File: config.mk
export PLATFORM = sky130hd
export DESIGN_NAME = pcie_dllp_tx_arbiter
export DESIGN_NICKNAME = d
export VERILOG_FILES = /design/src/rtl/pcie_datalink_pkg.sv /design/src/rtl/pcie_fc_update_timer.sv /design/src/rtl/pcie_dllp_tx_arbiter.sv
export SDC_FILE = /design/constraint.sdc
export NUM_CORES = 1
export LEC_CHECK = 0
export CELL_PAD_IN_SITES_DETAIL_PLACEMENT = 0
export CELL_PAD_IN_SITES_GLOBAL_PLACEMENT = 1
export CORE_ASPECT_RATIO = 0.5
export CORE_MARGIN = 5
export CORE_UTILIZATION = 38
export CTS_CLUSTER_DIAMETER = 40
export DETAILED_ROUTE_END_ITERATION = 7
export DONT_BUFFER_PORTS = 1
export HOLD_SLACK_MARGIN = 0.1
export PLACE_DENSITY = 0.81
export SETUP_SLACK_MARGIN = 0.5
export SYNTH_ARGS = -nofsm -noshare
export SYNTH_HDL_FRONTEND = slang
export SYNTH_SLANG_ARGS = --single-unit
File: constraint.sdc
create_clock -name clk_i -period 1.8 [get_ports clk_i]
set_input_delay 0.18 -clock clk_i [delete_from_list [all_inputs] [get_ports clk_i]]
set_output_delay 0.18 -clock clk_i [all_outputs]
set_load 0.01 [all_outputs]
File: src/rtl/pcie_datalink_pkg.sv
// Shared data-link-layer definitions: DLLP transmit arbiter state encoding,
// DLLP source indices and the default UpdateFC period.
package pcie_datalink_pkg;

   // Arbiter FSM: ST_ARB picks a winner, ST_XFER forwards one whole packet.
   typedef enum logic {
      ST_ARB  = 1'b0,
      ST_XFER = 1'b1
   } dllp_arb_state_e;

   // Requester indices on the DLLP transmit stream (0 = highest priority).
   localparam int DllpSrcAckNak = 0;
   localparam int DllpSrcFc     = 1;
   localparam int DllpSrcPm     = 2;

   // Cycles between periodic UpdateFC requests once FC init has completed.
   localparam logic [15:0] UpdateFcPeriodDefault = 16'd3000;

   // Width of each per-source packet counter in the optional statistics.
   localparam int DllpStatsWidth = 16;

endpackage

File: src/rtl/pcie_fc_update_timer.sv
// Periodic UpdateFC request timer. Counts while FC init is complete, pulses
// update_fc_req_o for one cycle when the count reaches UPDATE_PERIOD-1, and
// restarts whenever the FC generator has just finished sending a DLLP (that
// DLLP already refreshed the credits, so the pending pulse is dropped).
module pcie_fc_update_timer
   import pcie_datalink_pkg::*;
#(
   parameter logic [15:0] UPDATE_PERIOD = UpdateFcPeriodDefault
) (
   input  logic clk_i,
   input  logic rst_ni,
   input  logic fc_init_done_i,
   input  logic fc_last_beat_i,
   output logic update_fc_req_o
);

   logic [15:0] timer_q;
   logic [15:0] timer_d;
   logic        wrap;

   // Next timer value and request pulse; FC traffic restart beats the pulse.
   always_comb begin
      wrap            = (timer_q == (UPDATE_PERIOD - 16'd1));
      timer_d         = timer_q + 16'd1;
      update_fc_req_o = 1'b0;
      if (!fc_init_done_i) begin
         timer_d = '0;
      end else if (fc_last_beat_i) begin
         timer_d = '0;
      end else if (wrap) begin
         timer_d         = '0;
         update_fc_req_o = 1'b1;
      end
   end

   // Timer register.
   always_ff @(posedge clk_i or negedge rst_ni) begin
      if (!rst_ni) begin
         timer_q <= '0;
      end else begin
         timer_q <= timer_d;
      end
   end

endmodule

File: src/rtl/pcie_dllp_tx_arbiter.sv
// Packet-atomic DLLP transmit arbiter. Shares one AXI-stream between NUM_SRC
// DLLP generators using fixed priority (index 0 highest) with anti-starvation
// promotion, and owns the periodic UpdateFC request timer.
// Optional build macro DLLP_ARB_STATS_EN adds per-source completed-packet
// counters on stats_o.
module pcie_dllp_tx_arbiter
   import pcie_datalink_pkg::*;
#(
   parameter int          DATA_WIDTH    = 32,
   parameter int          KEEP_WIDTH    = DATA_WIDTH / 8,
   parameter int          USER_WIDTH    = 3,
   parameter int          NUM_SRC       = 3,
   parameter int          STARVE_LIMIT  = 4,
   parameter int          FC_SRC_IDX    = DllpSrcFc,
   parameter logic [15:0] UPDATE_PERIOD = UpdateFcPeriodDefault
) (
   input  logic                           clk_i,
   input  logic                           rst_ni,
   input  logic [NUM_SRC*DATA_WIDTH-1:0]  s_axis_tdata,
   input  logic [NUM_SRC*KEEP_WIDTH-1:0]  s_axis_tkeep,
   input  logic [NUM_SRC-1:0]             s_axis_tvalid,
   input  logic [NUM_SRC-1:0]             s_axis_tlast,
   input  logic [NUM_SRC*USER_WIDTH-1:0]  s_axis_tuser,
   output logic [NUM_SRC-1:0]             s_axis_tready,
   output logic [DATA_WIDTH-1:0]          m_axis_tdata,
   output logic [KEEP_WIDTH-1:0]          m_axis_tkeep,
   output logic                           m_axis_tvalid,
   output logic                           m_axis_tlast,
   output logic [USER_WIDTH-1:0]          m_axis_tuser,
   input  logic                           m_axis_tready,
   input  logic                           fc_init_done_i,
   output logic                           update_fc_req_o,
   output logic [NUM_SRC-1:0]             grant_o
`ifdef DLLP_ARB_STATS_EN
   ,
   output logic [NUM_SRC*DllpStatsWidth-1:0] stats_o
`endif
);

   // Starvation counters saturate at STARVE_LIMIT, so they need to hold it.
   localparam int             CntW      = $clog2(STARVE_LIMIT + 1);
   localparam logic [CntW-1:0] StarveMax = CntW'(STARVE_LIMIT);

   dllp_arb_state_e state_q, state_d;
   logic [NUM_SRC-1:0] grant_q, grant_d;
   logic [CntW-1:0]    starve_q [NUM_SRC];
   logic [CntW-1:0]    starve_d [NUM_SRC];

   logic [DATA_WIDTH-1:0] src_data [NUM_SRC];
   logic [KEEP_WIDTH-1:0] src_keep [NUM_SRC];
   logic [USER_WIDTH-1:0] src_user [NUM_SRC];
   logic [NUM_SRC-1:0]    starved;
   logic [NUM_SRC-1:0]    win_oh;
   logic                  beat;
   logic                  last_beat;
   logic                  fc_last_beat;

   // Unpack the per-source slices and flag sources due for promotion.
   for (genvar gi = 0; gi < NUM_SRC; gi++) begin : g_src
      assign src_data[gi] = s_axis_tdata[gi*DATA_WIDTH +: DATA_WIDTH];
      assign src_keep[gi] = s_axis_tkeep[gi*KEEP_WIDTH +: KEEP_WIDTH];
      assign src_user[gi] = s_axis_tuser[gi*USER_WIDTH +: USER_WIDTH];
      assign starved[gi]  = s_axis_tvalid[gi] && (starve_q[gi] >= StarveMax);
   end

   // Winner: lowest-index starved requester, else lowest-index requester.
   always_comb begin
      logic found;
      win_oh = '0;
      found  = 1'b0;
      for (int i = 0; i < NUM_SRC; i++) begin
         if (starved[i] && !found) begin
            win_oh[i] = 1'b1;
            found     = 1'b1;
         end
      end
      for (int i = 0; i < NUM_SRC; i++) begin
         if (s_axis_tvalid[i] && !found) begin
            win_oh[i] = 1'b1;
            found     = 1'b1;
         end
      end
   end

   // Output mux: combinational from the granted source while in ST_XFER.
   always_comb begin
      m_axis_tdata  = '0;
      m_axis_tkeep  = '0;
      m_axis_tuser  = '0;
      m_axis_tvalid = 1'b0;
      m_axis_tlast  = 1'b0;
      s_axis_tready = '0;
      if (state_q == ST_XFER) begin
         s_axis_tready = grant_q & {NUM_SRC{m_axis_tready}};
         for (int i = 0; i < NUM_SRC; i++) begin
            if (grant_q[i]) begin
               m_axis_tdata  = src_data[i];
               m_axis_tkeep  = src_keep[i];
               m_axis_tuser  = src_user[i];
               m_axis_tvalid = s_axis_tvalid[i];
               m_axis_tlast  = s_axis_tlast[i];
            end
         end
      end
   end

   assign beat         = m_axis_tvalid && m_axis_tready;
   assign last_beat    = beat && m_axis_tlast;
   assign fc_last_beat = last_beat && grant_q[FC_SRC_IDX];
   assign grant_o      = grant_q;

   // Arbitration FSM next state, grant and starvation-counter updates.
   always_comb begin
      state_d = state_q;
      grant_d = grant_q;
      for (int i = 0; i < NUM_SRC; i++) begin
         starve_d[i] = starve_q[i];
      end
      case (state_q)
         ST_ARB: begin
            if (|s_axis_tvalid) begin
               grant_d = win_oh;
               state_d = ST_XFER;
               for (int i = 0; i < NUM_SRC; i++) begin
                  if (win_oh[i]) begin
                     starve_d[i] = '0;
                  end else if (s_axis_tvalid[i] && (starve_q[i] < StarveMax)) begin
                     starve_d[i] = starve_q[i] + CntW'(1);
                  end
               end
            end
         end
         ST_XFER: begin
            // Grant is held until the packet's last beat has been accepted.
            if (last_beat) begin
               state_d = ST_ARB;
               grant_d = '0;
            end
         end
         default: begin
            state_d = ST_ARB;
            grant_d = '0;
         end
      endcase
   end

   // FSM state and grant registers.
   always_ff @(posedge clk_i or negedge rst_ni) begin
      if (!rst_ni) begin
         state_q <= ST_ARB;
         grant_q <= '0;
      end else begin
         state_q <= state_d;
         grant_q <= grant_d;
      end
   end

   // Per-source starvation counter registers.
   for (genvar gi = 0; gi < NUM_SRC; gi++) begin : g_starve
      always_ff @(posedge clk_i or negedge rst_ni) begin
         if (!rst_ni) begin
            starve_q[gi] <= '0;
         end else begin
            starve_q[gi] <= starve_d[gi];
         end
      end
   end

   pcie_fc_update_timer #(
      .UPDATE_PERIOD (UPDATE_PERIOD)
   ) u_fc_timer (
      .clk_i           (clk_i),
      .rst_ni          (rst_ni),
      .fc_init_done_i  (fc_init_done_i),
      .fc_last_beat_i  (fc_last_beat),
      .update_fc_req_o (update_fc_req_o)
   );

`ifdef DLLP_ARB_STATS_EN
   // Completed-packet counters, one per source, wrapping naturally.
   for (genvar gi = 0; gi < NUM_SRC; gi++) begin : g_stats
      logic [DllpStatsWidth-1:0] pkt_cnt_q;
      always_ff @(posedge clk_i or negedge rst_ni) begin
         if (!rst_ni) begin
            pkt_cnt_q <= '0;
         end else if (last_beat && grant_q[gi]) begin
            pkt_cnt_q <= pkt_cnt_q + DllpStatsWidth'(1);
         end
      end
      assign stats_o[gi*DllpStatsWidth +: DllpStatsWidth] = pkt_cnt_q;
   end
`endif

endmodule

[Word-level counts from Yosys, hierarchy flattened]
Cells that the tools add are included.
Storage, ports and cells
  bits in registers: 29
  input port bits: 127
  output and inout port bits: 48
  logic and storage cells: 97
Cells by class
  add/sub/neg operators: 4
  $lt $le $gt $ge: 6
  eq/ne operators: 3
  muxes and demuxes: 49
  bitwise logic cells: 2
  reductions and logical operators: 27
Operator list (number)
  2-to-1 mux 32 bit: 4
  2-to-1 mux 16 bit: 3
  2-to-1 mux 3 bit: 13
  2-to-1 mux 1 bit: 23
  adder 16 x 1 -> 16 bit, second input constant: 1
  equality test 16 x 12 -> 1 bit, second input constant: 1
  2-to-1 mux 4 bit: 4
  logical AND 1 bit: 14
  adder 3 x 1 -> 3 bit, second input constant: 3
  >= comparator 3 bit, second input constant: 3
  less-than comparator 3 bit, second input constant: 3
  AND reduction 3 bit: 3
  case mux 3 bit (2 select lines): 1
  nonzero test 2 bit: 3
  zero test 1 bit: 5
  bitwise AND 3 bit: 1
  OR reduction 3 bit: 1
  inequality test 2 x 1 -> 1 bit, second input constant: 1
  inequality test 2 bit, second input constant: 1
  case mux 1 bit (2 select lines): 1
  AND reduction 2 bit: 1
  NOT 1 bit: 1

[Depth between registers and ports, before layout]
  depth in word-level cells: 20
  gate-level depth with buffers: 6
  mapped depth without buffers: 5

[Modules after synthesis]
From an unflattened synthesis, not the netlist that was laid out.
Second synthesis, totals
  cells, all modules: 306
  area total of the unflattened synthesis: 2488.6 um^2
Modules (own cells, without submodules)
  pcie_dllp_tx_arbiter: times used 1, cells each 224, area each 1674.1 um^2, seq. area each 325.3 um^2
  pcie_fc_update_timer: times used 1, cells each 82, area each 814.5 um^2, seq. area each 400.4 um^2

[Least setup slack after synthesis]
No wires, ideal clock.
  path type: reg2reg
  start: reg grant_q[2] (netlist: grant_o[2])
  end: reg u_fc_timer.timer_q[8]
  setup time: 0.119 ns
  arrival time: 1.666 ns
  data required time: 1.681 ns
  path slack: 0.015 ns
  stages on the path, launching flop included: 7
  path buffers: 2
  period minus slack after synthesis: 1.785 ns
  cell sequence: dfrtp_1 buf_2 nor2b_4 a2111o_1 o311ai_4 buf_6 nor2_2
On the way
  longest elaborated chain between the ends: 7
  elaborated cells between the ends (all ways): 9
  classes of those cells: 6 x mux; 3 x reduce/logical
RTL lines
  start, declared: line pcie_dllp_tx_arbiter.sv:45  | logic [NUM_SRC-1:0] grant_q, grant_d;
  start signal, assigned: line pcie_dllp_tx_arbiter.sv:154  | grant_q <= grant_d;
  2-to-1 mux 1 bit: line pcie_dllp_tx_arbiter.sv:96  | if (grant_q[i]) begin
  2-to-1 mux 1 bit: line pcie_dllp_tx_arbiter.sv:93  | if (state_q == ST_XFER) begin
  logical AND 1 bit: line pcie_dllp_tx_arbiter.sv:107  | assign beat = m_axis_tvalid && m_axis_tready;
  logical AND 1 bit (*): line pcie_dllp_tx_arbiter.sv:108  | assign last_beat = beat && m_axis_tlast;
  logical AND 1 bit (*): line pcie_dllp_tx_arbiter.sv:109  | assign fc_last_beat = last_beat && grant_q[FC_SRC_IDX];
  2-to-1 mux 16 bit (*): line pcie_fc_update_timer.sv:28  | end else if (fc_last_beat_i) begin
  2-to-1 mux 16 bit (*): line pcie_fc_update_timer.sv:26  | if (!fc_init_done_i) begin
  named net u_fc_timer.timer_d[8]: line pcie_fc_update_timer.sv:18  | logic [15:0] timer_d;
  end signal, assigned: line pcie_fc_update_timer.sv:41  | timer_q <= timer_d;
  end, declared: line pcie_fc_update_timer.sv:17  | logic [15:0] timer_q;
Mark *: on every way through the listed nets, which the timed path passes. The rest lies on a longest branch.
A chain may end at the register's enable or synchronous reset.

[Final worst setup path]
  start: reg grant_q[1] (netlist: grant_o[1])
  end: reg u_fc_timer.timer_q[4]
On the way
  longest elaborated chain between the ends: 8
  elaborated cells between the ends (all ways): 11
  classes of those cells: 8 x mux; 3 x reduce/logical
RTL lines (line)
  2-to-1 mux 1 bit (2 in series): pcie_dllp_tx_arbiter.sv:96
  2-to-1 mux 1 bit: pcie_dllp_tx_arbiter.sv:93
  logical AND 1 bit: pcie_dllp_tx_arbiter.sv:107
  logical AND 1 bit: pcie_dllp_tx_arbiter.sv:108
  logical AND 1 bit (*): pcie_dllp_tx_arbiter.sv:109
  2-to-1 mux 16 bit (*): pcie_fc_update_timer.sv:28
  2-to-1 mux 16 bit (*): pcie_fc_update_timer.sv:26
  named net u_fc_timer.timer_d[4]: pcie_fc_update_timer.sv:18
Marks and branches as above.

==> results.md <==
* Status: finished, violations left
* Violated checks: setup timing
* Synth area leaders: dfrtp_1 30%, a221oi_1 14%, nor3_1 9.6%, nor2_1 8.2%, xnor2_1 4.8%
* Mux cell area share after synthesis at less than 1%
* Top cell type's share of synthesized area at a little under a third
* Synth Cell Area at 0.002389 sq mm
* Final antenna-violating net count at 0
* Post-synthesis compound-gate area fraction at a little under a quarter
* Area growth from synthesis to layout at 74.49%
* Syn. warnings at 0
* Worst-margin pin slew at ~470 ps
* Hold Path Class: primary input to flip-flop
* Clock tree root buffer cell: clkbuf_16
* Detailed Place HPWL at 6074 um
* Largest net degree at the start of global routing at slightly above 40
* CTS Sinks at 29
* Relative slew margins at 68.39%
* Post-synth ARST share at between 90% and 100%
* Sequential share of the synthesized area at between 30% and 40%
* XOR/XNOR Fraction of Synth Area at around 5.5%
* GR Overflow Total at 0
* Pleak at around 0.0016 uW
* Core ar. at around 0.006 sq mm
* Register bit count reported by yosys at 29
* Fin Setup TNS at -3401 ps
* Max_cap viols at 0
* Iter 0 DRT Violations at approximately 130
* H-tree levels at 2
* Min cycle time layout at slightly below 2000 ps
* I/O Pins at around 180
* Top cells by count, synth: 52 x nor2_1, 46 x nor3_1, 39 x a221oi_1, 29 x dfrtp_1, 19 x clkbuf_1
* Total number of vias at approximately 2800
* Max-slew violations at 0
* RSZ-0062 raised after global routing: yes
* # setup viols final at 40
* Leading area contributor after synthesis: dfrtp_1
* Critical path type: flip-flop to flip-flop
* GPL Wtd Cong at between 0.8 and 0.9
* Most frequent cell after synthesis: nor2_1
* Fin crit share at 109.5%
* PwrDens at approximately 1500 mW/mm^2
* Port Buffers at 0
* Initial Utilization at between 30% and 40%
* Synth Area in Simple Gates at between 30 and 40%
* Synth Area per Inst at 7.857 sq um
* Critical Path Source Type: flip-flop
* Pre-Repair DR Iteration Count at 4
* Num rows at 20
* Clock buffer depth at 2
* CTS tree: done
* Drt wl/cell at between 20 and 25 um
* Final Net Count at ~480
* Total GRT Usage at around 22%
* DIE HEIGHT at about 66 um
* Main combinational cell family by area after synthesis: simple AND/OR/NAND/NOR gates
* Diodes inserted at 0
* Initial antenna violation count at 0
* DR vias/cell at 6.374
* Final Power at 6447 uW
* Clock Pin Slew Worst Setup and Hold Paths at roughly 50 ps
* Ys flop type: dfrtp_1
* Ratio of cells with drive above 1 in the final layout at roughly 53%
* Die area at a little over 0.008 sq mm
* Final hold viol count at 0
* Count of flip-flops with a built-in enable after synthesis at 0
* Highest clock rate at 0.5075 GHz
* Detailed-route DRC error count at 0
* Maximum vdd drop at 0.5691 mV
* Post-Synth Adder-Cell Area at 2.095%
* Die Wd at about 120 um
* Unique masters post-synth at between 40 and 50
* CTS Buf Count at 5
* Syn Nets at roughly 440
* Crit path required time at around 2000 ps
* Crit path capture type: flip-flop
* Vias in the first global route at between 2000 and 3000
* Gate count after technology mapping at about 300
* Worst-Skew Late Latency at around 270 ps
* PnR worst setup slack at -170.5 ps
* Setup Skew at 3.581 ps
* Final wirelength at about 10000 um
* Crit-path max FO at 8
* Worst path arrival time at roughly 2100 ps
* First-pass GRT wire length at between 10000 and 15000 um
-- cells by family after synthesis --
family,count (synthesis)
simple gates,157
compound gates,64
buf+inv,34
flops,29
xor+xnor,15
fa+ha+maj,4
mux,1
-- flip-flops by register name, indices dropped and copies added, names as in the netlist --
signal and count:
grant_o 3, starve_q 9, state_q 1, u_fc_timer.timer_q 16
-- cell usage in the layout, fill, tap and decap left out, types with 6 or more instances in the layout --
cell type   n
a221oi_2   27
a221oi_4   11
buf_12      7
buf_16      7
buf_4      17
buf_6      17
clkbuf_16   6
dfrtp_1    26
inv_1       6
nand2_1    14
nand3_1     8
nor2_1     44
nor2_4     15
nor3_2     31
nor3_4     10
nor4_1      6
xnor2_1    13
-- metrics by stage --
stage                     hold WS [ps]  utilization, %  setup WS [ps]  std cells  cell area [sq um]
after global placement          -114.4           45.91          80.87        388               2791
after global routing             131.7           68.54         -247.1        433               4168
after floorplan                 -115.6               -          16.81        304               2634
after CTS                        115.4           60.29         -157.0        421               3666
final                            118.5           68.54         -170.5        433               4168
after detailed placement        -114.5           45.91          82.50        388               2791
-- where the power goes --
group,switching (uW),internal (uW)
logic,2460,2200
registers,145,775
clock network,288,584
-- worst max-delay path: stages (launching register included) --
cell and delay, ps:
dfrtp_2 400, a21oi_1 130, a2111o_1 510, buf_6 160, o311ai_4 280, buf_4 170, buf_12 150, nor2_4 40
-- path summary, 6_finish.rpt --
path	start	end	slack, ps	cells after the start
max	grant_o[1]	u_fc_timer.timer_q[4]	-170	7
min	s_axis_tvalid[0]	starve_q[5]	120	2
max reg2reg	grant_o[1]	u_fc_timer.timer_q[4]	-170	7
min reg2reg	starve_q[4]	starve_q[4]	520	1
max in group asynchronous	rst_ni	grant_o[0]	1280	2
min in group asynchronous	rst_ni	u_fc_timer.timer_q[8]	330	2
-- metal layers --
metal / global-route usage (%) / wire length, um / up-vias
met5: 0 / 0 / -
met2: 39.49 / 5511 / 113
met4: 6.416 / 130 / 0
li1: - / - / 1228
met3: 6.154 / 659 / 14
met1: 26.76 / 4028 / 1405
-- area by class of cell --
class	count	area (sq um)
well taps	88	110.1
inverters	10	47.55
flip-flops and latches	29	729.5
repair buffers	57	782.0
multi-input cells	241	2341
clock inverters	1	5.005
clock buffers	7	152.6
fillers	457	1913
-- timing repair --
| item | in CTS | in global routing |
|---|---|---|
| hold buffers | 4 | 0 |
| hold endpoints to repair | 31 | 0 |
| gates resized for setup | 85 | 67 |
| setup endpoints to repair | 67 | 70 |
| pin swaps | 18 | 19 |
| gates cloned | 7 | 1 |
| setup buffers | 14 | 11 |
No activity file was read; power rests on OpenSTA's default activity.
